$ cat src/rtl/bsg_fifo_1r1w_small.sv
// Small single-read single-write FIFO used as the checker's expected queue.
// Ports:
//   clk_i, reset_i     clock, synchronous active-high reset (clears pointers)
//   v_i/ready_o/data_i write side; a write happens on v_i & ready_o
//   v_o/data_o/yumi_i  read side; data_o is the head, yumi_i pops it
//   count_o            current occupancy (0..els_p)
// ready_o is simply "not full", so a pop cannot make room for a push in the
// same cycle.
module bsg_fifo_1r1w_small #(
   parameter int width_p = 8,
   parameter int els_p   = 8
) (
   input  logic                       clk_i,
   input  logic                       reset_i,
   input  logic                       v_i,
   output logic                       ready_o,
   input  logic [width_p-1:0]         data_i,
   output logic                       v_o,
   output logic [width_p-1:0]         data_o,
   input  logic                       yumi_i,
   output logic [$clog2(els_p):0]     count_o
);

   localparam int ptr_width_lp = $clog2(els_p);

   logic [width_p-1:0]    mem [els_p];
   // Pointers carry one extra wrap bit so full and empty are distinguishable.
   logic [ptr_width_lp:0] wr_ptr;
   logic [ptr_width_lp:0] rd_ptr;
   logic                  enq;
   logic                  deq;

   assign count_o = wr_ptr - rd_ptr;
   assign v_o     = (count_o != '0);
   assign ready_o = (count_o != (ptr_width_lp+1)'(els_p));
   assign enq     = v_i & ready_o;
   assign deq     = yumi_i & v_o;
   assign data_o  = mem[rd_ptr[ptr_width_lp-1:0]];

   always_ff @(posedge clk_i) begin
      if (reset_i) begin
         wr_ptr <= '0;
         rd_ptr <= '0;
      end else begin
         if (enq) wr_ptr <= wr_ptr + 1'b1;
         if (deq) rd_ptr <= rd_ptr + 1'b1;
      end
   end

   always_ff @(posedge clk_i) begin
      if (enq) mem[wr_ptr[ptr_width_lp-1:0]] <= data_i;
   end

endmodule

$ cat config.mk
export PLATFORM = sky130hd
export DESIGN_NAME = bsg_fifo_1r1w_small
export DESIGN_NICKNAME = d
export VERILOG_FILES = /design/src/rtl/bsg_fifo_1r1w_small.sv
export SDC_FILE = /design/constraint.sdc
export NUM_CORES = 1
export LEC_CHECK = 0
export BUFFER_PORTS_ARGS = -buffer_cell sky130_fd_sc_hd__buf_2
export CAP_MARGIN = 0
export CORE_ASPECT_RATIO = 0.8
export CORE_MARGIN = 2
export CORE_UTILIZATION = 40
export DETAILED_ROUTE_END_ITERATION = 16
export PLACE_DENSITY = 0.63
export SLEW_MARGIN = 40
export SYNTH_ARGS = -nofsm -noshare
export SYNTH_HDL_FRONTEND = slang
export SYNTH_SLANG_ARGS = --single-unit
$ cat constraint.sdc
create_clock -name clk_i -period 3.3 [get_ports clk_i]
set_clock_uncertainty 0.15 [all_clocks]
set_input_delay 0.165 -clock clk_i [delete_from_list [all_inputs] [get_ports clk_i]]
set_output_delay 0.165 -clock clk_i [all_outputs]
set_load 0.05 [all_outputs]
==> impl_summary.txt <==
----------------------------------------------------
[Setup path]
  Worst endpoint required time ... 3190 ps
  Worst path arrival time ... 2640 ps
  Most Frequent Cell on Critical Path ... sky130_fd_sc_hd__buf_4
  Worst path cell trace ... ha_1 -> inv_1 -> fa_1 -> xor2_2 -> nor3_4 -> a21boi_4 -> nand2b_4 -> buf_4 -> nor4b_2 -> buf_4
  Launching element type of the critical path ... register
  Type of the setup path with the least slack ... reg2reg
  Worst r2r src ... rd_ptr[0]
  Largest driver fanout on the critical path ... 8
  Endpoint type of the worst setup path ... register
  Launch point of the worst path ... rd_ptr[0]
  Worst stage delay on the critical path ... about 410 ps
  Slowest stage cell, crit path ... sky130_fd_sc_hd__dfxtp_1

[Pwr]
  Net switching power of the design ... 1.26 mW
  Design internal power ... 1.93 mW
  Combinational Power Share ... 44.9%
  Static leakage ... roughly 1.3 nW
  Total power consumption of the routed design ... 3.19 mW
  Pwr Density ... ~850 nW/µm²
  Clock power frac ... 17.5%
  Switching power as a share of total power ... 39.4%
  Sequential share of power ... 37.6%
  Worst VDD drop ... 0.353 mV

[Timing]
  Post-route clock period utilization ... 83.3%
  Count of final setup violators ... 0
  Tightest slew margin relative to the limit ... 58.3%
  RSZ-0062 raised after global routing ... false
  Timing-limited maximum frequency ... 364 MHz
  Period minus WS final ... 2750 ps
  Min Hold Slack ... 96.3 ps
  Max-slew violations ... 0
  Transition time at the pin with the least slew margin ... 623 ps
  Final hold violation count ... 0
  Post-route setup TNS ... 0 ps

[Clock network]
  Clk Tree Root Cell ... sky130_fd_sc_hd__clkbuf_8
  Clk sinks ... 75
  Clock Path Buffers ... 2
  Clock transition at the registers of the reported paths ... 70 ps
  Number of H-tree levels ... 3
  TritonCTS clock tree ... yes
  Number of CTS-inserted buffers ... 9
  Clock latency on the worst-skew pair ... between 300 and 400 ps

[Routing]
  Starting DRT DRC Count ... 75
  Average vias per placed instance ... 4.93
  First-pass iteration count of the detailed router ... 6
  Wire length per cell after detailed routing ... 17.2 µm
  Via count ... 1651
  Number of remaining DRC errors ... 0
  Number of nets with antenna violations after detailed routing ... 0
  Total detailed-routing wirelength ... roughly 5.8 mm

[Yosys]
  Synth cell types ... 37
  Synth Register Bits ... 75
  Sequential-to-total area share from yosys stat ... 68.2%
  Post-Syn Area per Cell ... 17.9 µm²
  Syn Inst Count ... 176
  Number of synthesis warnings ... 0
  Post-Synthesis Net Count ... 194
  Post-synth design cell area ... 3140 µm²

[Floorplanning]
  Die Width ... about 100 µm
  Total core area ... 7500 µm²
  Num rows ... 28
  Top-level port count ... 26
  Die H ... 83.3 µm
  Die Outline Area ... ~8600 µm²
  Effective utilization at floorplan ... 41.9%

[Global route]
  Global Route Usage Sum ... about 15%
  Antenna violations before repair ... 0
  Number of global-route vias before repair ... 1684
  First-pass GRT wire length ... approximately 9.0 mm
  Gr ovfl total ... 0
  Pin count of the biggest net entering global routing ... 17

[Final layout]
  Multi-input combinational cell area ... 988 µm²
  Final core area utilization ... 50.1%
  Final std cell area, no fill ... 3760 µm²
  Synthesis-to-finish area growth ... 19.5%
  Register area ... 2140 µm²
  Share of post-route cells with drive strength above 1 ... 39.6%
  Number of nets in the final layout ... 244
  Antenna Diode Count ... 0
  Final-layout fill cell count ... 650

[Placed design]
  Final GP Congestion ... 0.747
  Count of port buffers added during placement ... 25
  Placed Instance Area ... 3510 µm²
  Sum of net half-perimeters after detailed placement ... around 3.8 mm

[Min path]
  Worst Hold Class ... in2reg
  Worst hold start ... v_i

[Flow run]
  Count of maximum capacitance violations ... 0

[Status]
  Result of the run ... completed

----------------------------------------------------
[critical path, delay by kind of cell (launching register included)]
kind / cells / cell delay (ps)
fa+ha+maj: 2 / 610
compound gates: 1 / 160
xor+xnor: 1 / 220
buf+inv: 3 / 460
flops: 1 / 410
simple gates: 3 / 450
[registers in the layout, summed over array words and instances (netlist names), named ones only]
name	flops
mem	64
rd_ptr	4
wr_ptr	4
[cell usage in the layout, fill, tap and decap left out, types with 2 or more instances in the layout]
cell type and instances:
sky130_fd_sc_hd__mux4_2 16, sky130_fd_sc_hd__buf_2 25, sky130_fd_sc_hd__nand2_1 3, sky130_fd_sc_hd__nor3_1 3, sky130_fd_sc_hd__edfxtp_1 64, sky130_fd_sc_hd__clkbuf_1 3
sky130_fd_sc_hd__clkbuf_8 9, sky130_fd_sc_hd__ha_1 5, sky130_fd_sc_hd__nor4b_2 2, sky130_fd_sc_hd__mux2i_1 2, sky130_fd_sc_hd__dlygate4sd3_1 9, sky130_fd_sc_hd__mux2_2 8
sky130_fd_sc_hd__xnor2_1 2, sky130_fd_sc_hd__nand2b_1 2, sky130_fd_sc_hd__dfxtp_1 10, sky130_fd_sc_hd__buf_4 13, sky130_fd_sc_hd__nor2_1 6, sky130_fd_sc_hd__nor4_2 2
sky130_fd_sc_hd__a21oi_1 7, sky130_fd_sc_hd__xor2_1 2, sky130_fd_sc_hd__nand4_1 2, sky130_fd_sc_hd__a21o_1 2, sky130_fd_sc_hd__nand3_1 3, sky130_fd_sc_hd__inv_1 8
[power by group through the flow]
| stage | clock network [mW] | registers (mW) | logic, mW |
|---|---|---|---|
| floorplan | 0 | 1.18 | 1.12 |
| global route | 0.623 | 1.21 | 1.52 |
| CTS | 0.581 | 1.20 | 1.45 |
| finish | 0.558 | 1.20 | 1.43 |
| detailed placement | 0 | 1.22 | 1.43 |
| global placement | 0 | 1.22 | 1.42 |
[path summary, 6_finish.rpt]
path | slack (ps) | cells after the start | end
min reg2reg | 450 | 2 | wr_ptr[3]
max reg2reg | 550 | 10 | mem[2][7]
max | 550 | 10 | mem[2][7]
min | 100 | 4 | wr_ptr[2]
[through the flow]
stage / std cells / setup slack [ps]
final: 335 / 552
after global routing: 335 / 413
after CTS: 335 / 529
after detailed placement: 311 / 545
after global placement: 311 / 390
after floorplan: 176 / -319
[layout make-up]
cell class	count	share of cell area (%)
clock buffers	12	3.60
well taps	105	3.50
multi-input cells	85	26.3
flip-flops and latches	75	57.0
clock inverters	3	0.433
repair buffers	47	8.33
inverters	8	0.799
[cells by family after synthesis]
group | Yosys count | synth area share (%)
compound gates | 13 | 3.30
xor+xnor | 5 | 1.39
fa+ha+maj | 6 | 2.63
buf+inv | 16 | 1.99
flops | 75 | 68.2
mux | 27 | 15.4
simple gates | 34 | 7.09
[cells in the mapped netlist]
cell type,count,area (µm²)
sky130_fd_sc_hd__and4_1,1,8.76
sky130_fd_sc_hd__mux2_4,1,15.0
sky130_fd_sc_hd__xor2_1,3,26.3
sky130_fd_sc_hd__nor4_1,2,12.5
sky130_fd_sc_hd__dfxtp_1,11,220
sky130_fd_sc_hd__or2_2,1,6.26
sky130_fd_sc_hd__mux2_2,8,90.1
sky130_fd_sc_hd__nand2b_1,2,12.5
sky130_fd_sc_hd__clkbuf_1,4,15.0
sky130_fd_sc_hd__nand3b_1,1,7.51
sky130_fd_sc_hd__or3_1,1,6.26
sky130_fd_sc_hd__nor4b_1,3,26.3
sky130_fd_sc_hd__and3b_4,1,12.5
sky130_fd_sc_hd__nor2b_2,1,8.76
sky130_fd_sc_hd__fa_1,1,20.0
sky130_fd_sc_hd__nand2b_4,1,13.8
sky130_fd_sc_hd__mux2i_1,2,20.0
sky130_fd_sc_hd__buf_1,2,7.51
sky130_fd_sc_hd__o21ai_2,1,8.76
sky130_fd_sc_hd__buf_2,2,10.0
sky130_fd_sc_hd__nor3_4,1,16.3
sky130_fd_sc_hd__mux4_2,16,360
sky130_fd_sc_hd__edfxtp_1,64,1920
sky130_fd_sc_hd__a31oi_4,1,21.3
sky130_fd_sc_hd__a21oi_1,7,35.0
sky130_fd_sc_hd__nand2_1,3,11.3
sky130_fd_sc_hd__or3_4,1,11.3
sky130_fd_sc_hd__nand3_1,3,15.0
sky130_fd_sc_hd__xnor2_1,2,17.5
sky130_fd_sc_hd__nor2_1,7,26.3
sky130_fd_sc_hd__nand4_1,2,12.5
sky130_fd_sc_hd__inv_1,8,30.0
sky130_fd_sc_hd__a21boi_4,1,18.8
sky130_fd_sc_hd__nor3_1,3,15.0
sky130_fd_sc_hd__o21ai_0,1,5.00
sky130_fd_sc_hd__ha_1,5,62.6
sky130_fd_sc_hd__a21o_1,2,15.0
[per-layer routing]
| layer | part of all wire [%] | track usage, % |
|---|---|---|
| met1 | 48 | 19.9 |
| met2 | 47 | 22.0 |
| met3 | 4.0 | 5.56 |
| met4 | 0.99 | 4.31 |
| met5 | 0 | 0 |
[repair_timing]
item                      4_1_cts  5_1_grt
buffers inserted                0        0
hold endpoints to repair       66        0
hold buffers                    9        0
resized for setup               0        0
Power figures use the tool's default switching activity.
